File: src/rtl/execute_sequencer.sv
// Multi-cycle LEGv8 control FSM: accepts one opcode, then walks DECODE/EXEC/MEM/WB driving execute-stage controls.
// Latency: done at accept+1 (illegal), +2 (CBZ), +3 (R-type, STUR), +4 (LDUR); ready only in IDLE, no back-to-back accepts.
module execute_sequencer #(
    parameter int OP_W   = 11,
    parameter int ALUC_W = 4
) (
    input  logic              clk,
    input  logic              reset,
    input  logic              instr_valid,
    output logic              instr_ready,
    input  logic [OP_W-1:0]   opcode,
    input  logic              zero_E,
    output logic              AluSrc,
    output logic [ALUC_W-1:0] AluControl,
    output logic              irWrite,
    output logic              regWrite,
    output logic              memtoReg,
    output logic              memRead,
    output logic              memWrite,
    output logic              pcWrite,
    output logic              pcSrc,
    output logic              done,
    output logic              illegal
);

    typedef enum logic [2:0] {S_IDLE, S_DECODE, S_EXEC, S_MEM, S_WB} state_t;
    typedef enum logic [2:0] {C_RTYPE, C_LDUR, C_STUR, C_CBZ, C_ILL} cls_t;

    state_t            state;
    state_t            state_nxt;
    logic [OP_W-1:0]   op_q;
    cls_t              cls;
    logic [ALUC_W-1:0] alu_op;
    logic              alu_imm;
    logic              accept;

    assign accept = instr_valid && (state == S_IDLE) && !reset;

    always_ff @(posedge clk) begin
        if (reset) begin
            state <= S_IDLE;
            op_q  <= '0;
        end else begin
            state <= state_nxt;
            if (accept) begin
                op_q <= opcode;
            end
        end
    end

    // Class and ALU controls come from the latched opcode only, so later opcode changes are ignored.
    always_comb begin
        cls     = C_ILL;
        alu_op  = 4'b0010;
        alu_imm = 1'b0;
        casez (op_q)
            11'b10001011000: begin cls = C_RTYPE; alu_op = 4'b0010; end
            11'b11001011000: begin cls = C_RTYPE; alu_op = 4'b0110; end
            11'b10001010000: begin cls = C_RTYPE; alu_op = 4'b0000; end
            11'b10101010000: begin cls = C_RTYPE; alu_op = 4'b0001; end
            11'b11111000010: begin cls = C_LDUR;  alu_op = 4'b0010; alu_imm = 1'b1; end
            11'b11111000000: begin cls = C_STUR;  alu_op = 4'b0010; alu_imm = 1'b1; end
            11'b10110100???: begin cls = C_CBZ;   alu_op = 4'b0111; end
            default:         begin cls = C_ILL; end
        endcase
    end

    always_comb begin
        state_nxt = state;
        case (state)
            S_IDLE:   if (accept) state_nxt = S_DECODE;
            S_DECODE: state_nxt = (cls == C_ILL) ? S_IDLE : S_EXEC;
            S_EXEC: begin
                case (cls)
                    C_RTYPE:        state_nxt = S_WB;
                    C_LDUR, C_STUR: state_nxt = S_MEM;
                    default:        state_nxt = S_IDLE;
                endcase
            end
            S_MEM:    state_nxt = (cls == C_LDUR) ? S_WB : S_IDLE;
            default:  state_nxt = S_IDLE;
        endcase
    end

    // Outputs are forced quiet while reset is asserted so an aborted instruction never strobes.
    always_comb begin
        instr_ready = 1'b0;
        AluSrc      = 1'b0;
        AluControl  = 4'b0010;
        irWrite     = 1'b0;
        regWrite    = 1'b0;
        memtoReg    = 1'b0;
        memRead     = 1'b0;
        memWrite    = 1'b0;
        pcWrite     = 1'b0;
        pcSrc       = 1'b0;
        done        = 1'b0;
        illegal     = 1'b0;
        if (!reset) begin
            if (state == S_EXEC || state == S_MEM || state == S_WB) begin
                AluSrc     = alu_imm;
                AluControl = alu_op;
            end
            case (state)
                S_IDLE: begin
                    instr_ready = 1'b1;
                    irWrite     = instr_valid;
                end
                S_DECODE: begin
                    if (cls == C_ILL) begin
                        illegal = 1'b1;
                        done    = 1'b1;
                    end
                end
                S_EXEC: begin
                    if (cls == C_CBZ) begin
                        pcWrite = 1'b1;
                        pcSrc   = zero_E;
                        done    = 1'b1;
                    end
                end
                S_MEM: begin
                    if (cls == C_LDUR) begin
                        memRead = 1'b1;
                    end else begin
                        memWrite = 1'b1;
                        pcWrite  = 1'b1;
                        done     = 1'b1;
                    end
                end
                S_WB: begin
                    regWrite = 1'b1;
                    memtoReg = (cls == C_LDUR);
                    pcWrite  = 1'b1;
                    done     = 1'b1;
                end
                default: ;
            endcase
        end
    end

endmodule

File: config.mk
export PLATFORM = sky130hd
export DESIGN_NAME = execute_sequencer
export DESIGN_NICKNAME = d
export VERILOG_FILES = /design/src/rtl/execute_sequencer.sv
export SDC_FILE = /design/constraint.sdc
export NUM_CORES = 1
export LEC_CHECK = 0
export CORE_MARGIN = 1.5
export CORE_UTILIZATION = 49
export CTS_BUF_LIST = sky130_fd_sc_hd__clkbuf_8
export CTS_CLUSTER_DIAMETER = 100
export CTS_CLUSTER_SIZE = 14
export DETAILED_ROUTE_END_ITERATION = 16
export HOLD_SLACK_MARGIN = 0.03
export PLACE_DENSITY = 0.86
export SYNTH_ARGS = -nofsm -noshare
export SYNTH_HDL_FRONTEND = slang
export SYNTH_SLANG_ARGS = --single-unit
File: constraint.sdc
create_clock -name clk -period 3.73 [get_ports clk]
set_input_delay 0.746 -clock clk [delete_from_list [all_inputs] [get_ports clk]]
set_output_delay 0.746 -clock clk [all_outputs]
set_load 0.005 [all_outputs]
==> summary.txt <==
post-synthesis cell type count -> 36
Max IR drop VDD -> 0.236 mV
core area -> 0.00156 mm^2
Multi-input gate area -> 526 um^2
Synth area leaders -> dfxtp_1, nand2_1, nand3b_1
Syn Inst Count -> 111
vias per inst -> 5.58
Starting Density -> 0.539
die height -> 44.4 um
P_leak -> 0.435 nW
Root Buffer Master -> clkbuf_8
status -> finished with violations
fillers -> 128
CP endpoint kind -> output port
Synth top area share -> 0.333
CP Data Required Time -> 2.98 ns
register area share after synthesis -> 0.333
Buffers on Ports -> 28
Slew Viols, Final -> 0
gr ovfl total -> 0
Hold Path Class -> reg2reg
Setup Total Neg Slack -> 0 ns
failing checks -> DRC
Post-Syn Nets -> 126
Worst-path clk slew -> 0.06 ns
crit path kind -> in2out
Clock Path Buffers -> 2
global-route wire length before repair -> 3.68 mm
Syn. warnings -> 0
Pre-Repair DR Iteration Count -> 10
HPWL Detailed -> 1.57 mm
Critical Path AT -> 2.51 ns
dpl ws -> 0.487 ns
Final Hold Viols -> 0
vias post-DR -> 865
number of synthesized flops with an enable pin -> 0
max_slew headroom -> 0.465
RSZ-0062 raised after global routing -> no
DRC viols -> 3
main flop type after synthesis -> dfxtp_1
Total GRT Usage -> 0.257
Mean Syn Cell Area -> 7.57 um^2
skew final -> 0.00175 ns
initial DRC count -> 19
Final Setup Violations -> 0
routability cong. -> 0.841
Reg area -> 280 um^2
#FFs+latches synth -> 14
Post-synth ARST share -> 0
# Max-Cap Violations -> 0
Final nets -> 156
part of the cycle the worst path needs -> 0.873
TritonCTS Buffers -> 3
Max Fclk -> 307 MHz
# Post-CTS Setup Buffers -> 0
hold_ws -> 0.492 ns
vias in the first global route -> 796
antenna violations before repair -> 0
final setup margin -> 0.475 ns
Sinks on Clock Net -> 14
n_diodes -> 0
# rows -> 14
htree depth -> 1
crit-path max FO -> 10
crit start category -> input pin
Top-Level Pins -> 30
post-CTS resize count -> 0
synth-to-layout area growth -> 40.0%
largest net degree at the start of global routing -> 13
Die ar. -> 0.00197 mm^2
largest area contributor in the netlist -> dfxtp_1
worst slew pin tran -> 0.792 ns
quantity of hold-fixing buffers added after cts -> 0
share of layout cells above drive strength 1 -> 0.0791
die width -> 44.4 um
final WL -> 2.09 mm
Power Dens Cells -> 296 mW/mm^2
Post-Synthesis Cell Area -> 841 um^2
DRT antenna net count -> 0
DR WL/cell -> 13.5 um
Post-synth top cells -> nand2_1, dfxtp_1, nand3b_1
Tmin final -> 3.25 ns
insertion delay to the later sink of the worst-skew pair -> 0.25 ns
most frequent cell after synthesis -> nand2_1
CTS tree -> yes
==> per-layer routing <==
layer | vias up | global-route usage | share of wire
met1 | 384 | 0.320 | 0.45
met4 | 0 | 0.0970 | 0.014
met5 | - | 0 | 0
met3 | 5 | 0.0612 | 0.044
met2 | 26 | 0.429 | 0.49
li1 | 450 | - | -
==> final timing paths <==
| check | endpoint | slack [ns] | start | cells past startpoint |
|---|---|---|---|---|
| setup / recovery | AluControl[1] | 0.48 | reset | 4 |
| hold / removal | op_q[2]$_SDFFE_PP0P_ | 0.49 | op_q[2]$_SDFFE_PP0P_ | 2 |
| setup reg to reg | state[2]$_SDFFE_PP0P_ | 2.00 | op_q[0]$_SDFFE_PP0P_ | 4 |
| hold reg to reg | op_q[2]$_SDFFE_PP0P_ | 0.49 | op_q[2]$_SDFFE_PP0P_ | 2 |
==> power by group <==
part           switching [mW]  leakage (nW)  internal, mW
registers              0.0110         0.115         0.159
clock network          0.0549        0.0216        0.0716
logic                  0.0203         0.299        0.0313
total                  0.0862         0.435         0.262
==> worst max-delay path: stages <==
cell	delay (ns)
clkdlybuf4s50_1	0.57
a21o_1	0.26
or4_1	0.47
clkdlybuf4s50_1	0.45
==> flip-flops by register name, summed over array words and instances (netlist names) <==
signal / cells
op_q: 11
state: 3
==> area by class of cell <==
class / count / share of cell area
Inverter: 2 / 0.00638
Clock buffer: 3 / 0.0351
Sequential cell: 14 / 0.238
Timing Repair Buffer: 31 / 0.257
Tap cell: 16 / 0.0170
Multi-Input combinational cell: 89 / 0.446
==> placed cells by master, fill, tap and decap left out, types with 2 or more instances in the layout <==
| cell | n |
|---|---|
| a21oi_1 | 5 |
| buf_4 | 3 |
| clkbuf_8 | 3 |
| clkdlybuf4s50_1 | 28 |
| dfxtp_1 | 14 |
| inv_1 | 2 |
| nand2_1 | 27 |
| nand2b_1 | 3 |
| nand3b_1 | 11 |
| nand4bb_1 | 2 |
| nor2_1 | 7 |
| nor2b_1 | 2 |
| nor3_1 | 2 |
| nor4_1 | 4 |
| nor4bb_1 | 2 |
| o22ai_1 | 2 |
| or3_1 | 3 |
==> cells by family (layout without fill, tap and decap cells) <==
logic type,Yosys count,after routing,synth area share
and+or+nand+nor,74,74,0.509
DFF,14,14,0.333
AOI/OAI and AO/OA,13,13,0.0982
buffers and inverters,8,36,0.0417
other,1,1,0.00446
muxes,1,1,0.0134
==> through the flow <==
step | power (mW) | util | cell area [um^2] | cells
2_1_floorplan | 0.197 | - | 841 | 111
4_1_cts | 0.349 | 0.755 | 1180 | 155
3_3_place_gp | 0.222 | 0.729 | 1140 | 152
3_5_place_dp | 0.224 | 0.729 | 1140 | 152
6_report | 0.348 | 0.755 | 1180 | 155
5_1_grt | 0.364 | 0.755 | 1180 | 155
Note: power is estimated with default switching activity, not from simulation.
